`config.mk`:
```
export PLATFORM = sky130hd
export DESIGN_NAME = alu_slice4_seq_ctrl
export DESIGN_NICKNAME = d
export VERILOG_FILES = /design/src/rtl/alu_slice4_seq_ctrl.sv
export SDC_FILE = /design/constraint.sdc
export NUM_CORES = 1
export LEC_CHECK = 0
export CORE_MARGIN = 8
export CORE_UTILIZATION = 50
export DETAILED_ROUTE_END_ITERATION = 12
export PLACE_DENSITY = 0.8
export SLEW_MARGIN = 20
export SYNTH_ARGS = -nofsm -noshare
export SYNTH_HDL_FRONTEND = slang
export SYNTH_SLANG_ARGS = --single-unit
```
`constraint.sdc`:
```
create_clock -name clk -period 2.6 [get_ports clk]
set_clock_uncertainty 0.1 [all_clocks]
set_input_delay 0.26 -clock clk [delete_from_list [all_inputs] [get_ports clk]]
set_output_delay 0.26 -clock clk [all_outputs]
set_load 0.05 [all_outputs]
```
`src/rtl/alu_slice4_seq_ctrl.sv`:
```
// Sequencer running one WIDTH-bit logic op as WIDTH/4 nibble beats on a 4-bit pipelined ALU slice.
// Optional feature macro ALU_SEQ_ZFLAG_EN adds the rsp_zero all-zero result flag.
module alu_slice4_seq_ctrl #(
  parameter int WIDTH = 16
) (
  input  logic             clk,
  input  logic             rst_n,
  input  logic             req_valid,
  output logic             req_ready,
  input  logic [2:0]       req_op,
  input  logic [WIDTH-1:0] req_a,
  input  logic [WIDTH-1:0] req_b,
  output logic             rsp_valid,
  input  logic             rsp_ready,
  output logic [WIDTH-1:0] rsp_data,
  output logic             s_v_in,
  output logic [3:0]       s_a,
  output logic [3:0]       s_b,
  output logic             s_do_and,
  output logic             s_do_or,
  output logic             s_do_xor,
  output logic             s_do_not,
  output logic             s_do_pass,
  input  logic [3:0]       s_result,
  input  logic             s_v_out
`ifdef ALU_SEQ_ZFLAG_EN
  ,
  output logic             rsp_zero
`endif
);

  localparam int NIB = WIDTH / 4;
  localparam int CW  = $clog2(NIB + 1);
  localparam logic [CW-1:0] NIB_C  = CW'(NIB);
  localparam logic [CW-1:0] LAST_C = CW'(NIB - 1);
  localparam logic [CW-1:0] ONE_C  = CW'(1);

  typedef enum logic [1:0] {
    IDLE,
    ISSUE,
    DRAIN,
    RESP
  } state_t;

  state_t           state, state_nx;
  logic [CW-1:0]    beat_cnt, beat_nx;
  logic [CW-1:0]    ret_cnt, ret_nx;
  logic [1:0]       age, age_nx;
  logic [WIDTH-1:0] op_a, op_a_nx;
  logic [WIDTH-1:0] op_b, op_b_nx;
  logic [WIDTH-1:0] res_nx;
  logic [4:0]       sel, sel_nx;
  logic             s_v_in_nx;
  logic [3:0]       s_a_nx, s_b_nx;
  logic             rsp_valid_nx;
  logic             ret_take;
`ifdef ALU_SEQ_ZFLAG_EN
  logic             zero_acc, zero_acc_nx;
  logic             rsp_zero_nx;
`endif

  // Select vector layout is {pass, not, xor, or, and}; opcodes 5-7 select nothing.
  function automatic logic [4:0] decode_op(input logic [2:0] op);
    case (op)
      3'd0:    decode_op = 5'b00001;
      3'd1:    decode_op = 5'b00010;
      3'd2:    decode_op = 5'b00100;
      3'd3:    decode_op = 5'b01000;
      3'd4:    decode_op = 5'b10000;
      default: decode_op = 5'b00000;
    endcase
  endfunction

  assign req_ready = (state == IDLE);
  assign s_do_and  = sel[0];
  assign s_do_or   = sel[1];
  assign s_do_xor  = sel[2];
  assign s_do_not  = sel[3];
  assign s_do_pass = sel[4];

  always_comb begin
    state_nx     = state;
    beat_nx      = beat_cnt;
    ret_nx       = ret_cnt;
    age_nx       = age;
    op_a_nx      = op_a;
    op_b_nx      = op_b;
    res_nx       = rsp_data;
    sel_nx       = sel;
    s_v_in_nx    = 1'b0;
    s_a_nx       = 4'h0;
    s_b_nx       = 4'h0;
    rsp_valid_nx = rsp_valid;
    ret_take     = 1'b0;
`ifdef ALU_SEQ_ZFLAG_EN
    zero_acc_nx  = zero_acc;
    rsp_zero_nx  = rsp_zero;
`endif

    if (age != 2'd2) begin
      age_nx = age + 2'd1;
    end

    // Returns are never legitimate in the first two cycles after accept; this keeps
    // stale pulses from beats aborted by a reset out of a freshly started op.
    case (state)
      IDLE: begin
        if (req_valid) begin
          state_nx  = ISSUE;
          op_a_nx   = req_a;
          op_b_nx   = req_b;
          sel_nx    = decode_op(req_op);
          s_v_in_nx = 1'b1;
          s_a_nx    = req_a[3:0];
          s_b_nx    = req_b[3:0];
          beat_nx   = ONE_C;
          ret_nx    = '0;
          age_nx    = 2'd0;
`ifdef ALU_SEQ_ZFLAG_EN
          zero_acc_nx = 1'b1;
`endif
        end
      end
      ISSUE: begin
        if (beat_cnt == NIB_C) begin
          state_nx = DRAIN;
        end else begin
          s_v_in_nx = 1'b1;
          s_a_nx    = op_a[4*int'(beat_cnt) +: 4];
          s_b_nx    = op_b[4*int'(beat_cnt) +: 4];
          beat_nx   = beat_cnt + ONE_C;
        end
        ret_take = s_v_out && (age == 2'd2);
      end
      DRAIN: begin
        ret_take = s_v_out && (age == 2'd2);
      end
      RESP: begin
        if (rsp_ready) begin
          state_nx     = IDLE;
          rsp_valid_nx = 1'b0;
        end
      end
      default: state_nx = IDLE;
    endcase

    if (ret_take) begin
      res_nx[4*int'(ret_cnt) +: 4] = s_result;
      ret_nx = ret_cnt + ONE_C;
`ifdef ALU_SEQ_ZFLAG_EN
      zero_acc_nx = zero_acc && (s_result == 4'h0);
`endif
      if (ret_cnt == LAST_C) begin
        state_nx     = RESP;
        rsp_valid_nx = 1'b1;
        sel_nx       = 5'b00000;
`ifdef ALU_SEQ_ZFLAG_EN
        rsp_zero_nx  = zero_acc && (s_result == 4'h0);
`endif
      end
    end
  end

  always_ff @(posedge clk) begin
    if (!rst_n) begin
      state     <= IDLE;
      beat_cnt  <= '0;
      ret_cnt   <= '0;
      age       <= 2'd0;
      op_a      <= '0;
      op_b      <= '0;
      sel       <= 5'b00000;
      s_v_in    <= 1'b0;
      s_a       <= 4'h0;
      s_b       <= 4'h0;
      rsp_valid <= 1'b0;
      rsp_data  <= '0;
`ifdef ALU_SEQ_ZFLAG_EN
      zero_acc  <= 1'b0;
      rsp_zero  <= 1'b0;
`endif
    end else begin
      state     <= state_nx;
      beat_cnt  <= beat_nx;
      ret_cnt   <= ret_nx;
      age       <= age_nx;
      op_a      <= op_a_nx;
      op_b      <= op_b_nx;
      sel       <= sel_nx;
      s_v_in    <= s_v_in_nx;
      s_a       <= s_a_nx;
      s_b       <= s_b_nx;
      rsp_valid <= rsp_valid_nx;
      rsp_data  <= res_nx;
`ifdef ALU_SEQ_ZFLAG_EN
      zero_acc  <= zero_acc_nx;
      rsp_zero  <= rsp_zero_nx;
`endif
    end
  end

endmodule
```
==> flow_metrics.env <==
export IMPL_outcome="finished, final reports clean"
export IMPL_hpwl_mm=5.548
export IMPL_vias=2788
export IMPL_r2r_start="ret_cnt[0]"
export IMPL_drc=0
export IMPL_coreArea_um2=6277
export IMPL_area_delta_synth_final_pct=31.67
export IMPL_antenna_found_initial=0
export IMPL_hold_buffers=0
export IMPL_hp_class="input pin to flop"
export IMPL_drt_iter0_drc=80
export IMPL_hold_start="req_b[10]"
export IMPL_critPathMaxFanout=10
export IMPL_seq_area_frac_synth_pct=45.45
export IMPL_synth_top_cell_area_share_pct=45.45
export IMPL_synth_fp_nets=421
export IMPL_clk_path_buf_depth=2
export IMPL_finalHoldViolCount=0
export IMPL_power_leakage_nw=1.605
export IMPL_synthArstFlopShare_pct=0
export IMPL_rsz0062_at_grt="no"
export IMPL_die_w_um=96.20
export IMPL_cp_end_kind="flop"
export IMPL_cts_tree="done"
export IMPL_wl_per_cell_um=14.88
export IMPL_rrSetupSlack_ns=0.29
export IMPL_yosys_warnings=0
export IMPL_initial_utilization_pct=51.23
export IMPL_setup_viol=0
export IMPL_critical_path_required_ns=2.74
export IMPL_postCtsSetupRepairBufs=0
export IMPL_fin_tns_setup_ns=0
export IMPL_cpMostUsedCell="ha_1"
export IMPL_die_h_um=96.20
export IMPL_grt_overflow_total=0
export IMPL_synth_most_common_cell="nand2_1"
export IMPL_htreeDepth=3
export IMPL_syn_avg_cell_area_um2=8.810
export IMPL_cellPowerDensity_nw_per_um2=593.4
export IMPL_min_period_over_period_pct=88.91
export IMPL_netlist_instances=365
export IMPL_grt_pass1_wl_mm=12.88
export IMPL_synth_edf_count=0
export IMPL_grt_max_degree=45
export IMPL_path_class="flop to flop"
export IMPL_numClockSinks=73
export IMPL_synth_area_leader_cell="dfxtp_1"
export IMPL_row_count=29
export IMPL_clk_pin_slew_ns=0.09
export IMPL_r2r_cells=6
export IMPL_synth_seq_cells=73
export IMPL_cp_data_arrival_time_ns=2.45
export IMPL_grt_pass1_vias=2845
export IMPL_fin_crit_ns=2.312
export IMPL_syn_area_um2=3216
export IMPL_cap_viol_max_count=0
export IMPL_grt_util_all_layers_pct=17.48
export IMPL_clk_latency_ns=0.35
export IMPL_ys_flop_type="dfxtp_1"
export IMPL_critical_path_slowest_cell="dfxtp_1"
export IMPL_slew_headroom_pct=56.69
export IMPL_place_ws_ns=0.2964
export IMPL_postCtsResizedCells=0
export IMPL_detail_route_antenna_nets=0
export IMPL_dieArea_um2=9253
export IMPL_synth_top_cells_by_area="dfxtp_1 45%, nand2_1 11%, a21oi_1 7.8%"
export IMPL_cts_root_buf="clkbuf_8"
export IMPL_worst_pin_slew_ns=0.6442
export IMPL_place_congestion=0.7978
export IMPL_layout_nets=493
export IMPL_fin_ws_ns=0.2885
export IMPL_endpoint="rsp_data[3]"
export IMPL_routed_wirelength_mm=7.723
export IMPL_cp_slowest_stage_delay_ns=0.50
export IMPL_start_kind="flop"
export IMPL_synth_cell_types=43
export IMPL_io_buffers=75
export IMPL_ys_top_cells_by_count="95 x nand2_1, 73 x dfxtp_1, 50 x a21oi_1, 17 x mux2i_1, 16 x mux2_2"
export IMPL_cts_buffers=9
export IMPL_drt_pass1_iterations=4
export IMPL_diodes=0
export IMPL_vdd_drop_max_mv=0.3696
export IMPL_io_pin_count=76
export IMPL_drive_above_1_share_pct=11.76
export IMPL_r2r_end="rsp_data[3]"
export IMPL_crit_start="ret_cnt[0]"
export IMPL_final_max_slew_viol_count=0
export IMPL_fmax_mhz=432.6
export IMPL_path_cells="inv_1 -> ha_1 -> ha_1 -> or2b_2 -> nor4_4 -> mux2_4"
export IMPL_viasPerCell=5.372
==> layer usage <==
| layer | up-vias | routed length (um) | track usage, % |
|---|---|---|---|
| li1 | 1386 | - | - |
| met1 | 1320 | 3412 | 20.28 |
| met2 | 71 | 3654 | 29.68 |
| met3 | 11 | 543 | 4.914 |
| met4 | 0 | 113 | 6.914 |
| met5 | - | 0 | 0 |
==> cells in the final DEF (no fill, tap or decap), types with 3 or more instances in the layout <==
cell	instances
nand2_1	95
clkdlybuf4s50_1	75
dfxtp_1	73
a21oi_1	50
mux2i_1	17
mux2_2	16
nand3_1	13
ha_1	12
inv_1	11
clkbuf_8	9
a22oi_1	8
buf_4	7
nor2_1	6
and3_1	4
and3b_1	3
o21ai_0	3
nand4_1	3
==> stage by stage <==
step	util, %	hold WS [ns]	instances	power, mW	instance area (um^2)
after floorplan	-	0.2960	365	1.430	3216
after global placement	63.96	0.3393	503	1.566	4015
after detailed placement	63.96	0.3447	503	1.576	4015
after CTS	67.45	0.3506	519	2.533	4234
after global routing	67.45	0.3612	519	2.622	4234
final	67.45	0.3518	519	2.512	4234
==> how the worst min path moves through the flow <==
stage                     to  depth (start not counted)  slack, ns
floorplan           op_a[10]                          2       0.30
global placement    op_b[13]                          2       0.34
detailed placement   op_a[5]                          2       0.34
CTS                 op_b[10]                          3       0.35
global route        op_b[14]                          3       0.36
finish              op_b[10]                          3       0.35
==> kinds of logic after synthesis <==
| group | Yosys count | share of synthesized area, % |
|---|---|---|
| multiplexers | 34 | 11.36 |
| adder cells (fa/ha/maj) | 12 | 4.669 |
| flip-flops | 73 | 45.45 |
| AND/OR/NAND/NOR | 144 | 21.91 |
| buffers and inverters | 32 | 4.396 |
| AO/OA/AOI/OAI | 70 | 12.22 |
==> registers in the layout (all words and copies together) (netlist names) <==
signal     flops
s_a            4
rsp_data      16
ret_cnt        3
op_a          16
state          2
s_b            4
sel            5
rsp_valid      1
op_b          16
s_v_in         1
beat_cnt       3
age            2
==> cell type report <==
class	count	area [um^2]
Multi-Input combinational cell	260	1613
Fill cell	502	2043
Clock inverter	7	95.09
Clock buffer	9	123.9
Sequential cell	73	1461
Inverter	11	41.29
Tap cell	77	96.34
Timing Repair Buffer	82	803.3
==> where the power goes <==
group	switching [mW]	leakage (nW)	internal (mW)
combinational	0.198	0.900	0.157
sequential	0.0262	0.596	1.17
clock	0.423	0.109	0.540
==> critical path: cells and delay by family, from the launching register on <==
| family | cells | cell delay (ns) |
|---|---|---|
| adders and majority gates | 2 | 0.53 |
| buffers and inverters | 1 | 0.11 |
| DFF | 1 | 0.50 |
| muxes | 1 | 0.33 |
| and+or+nand+nor | 2 | 0.63 |
Power figures use the tool's default switching activity.
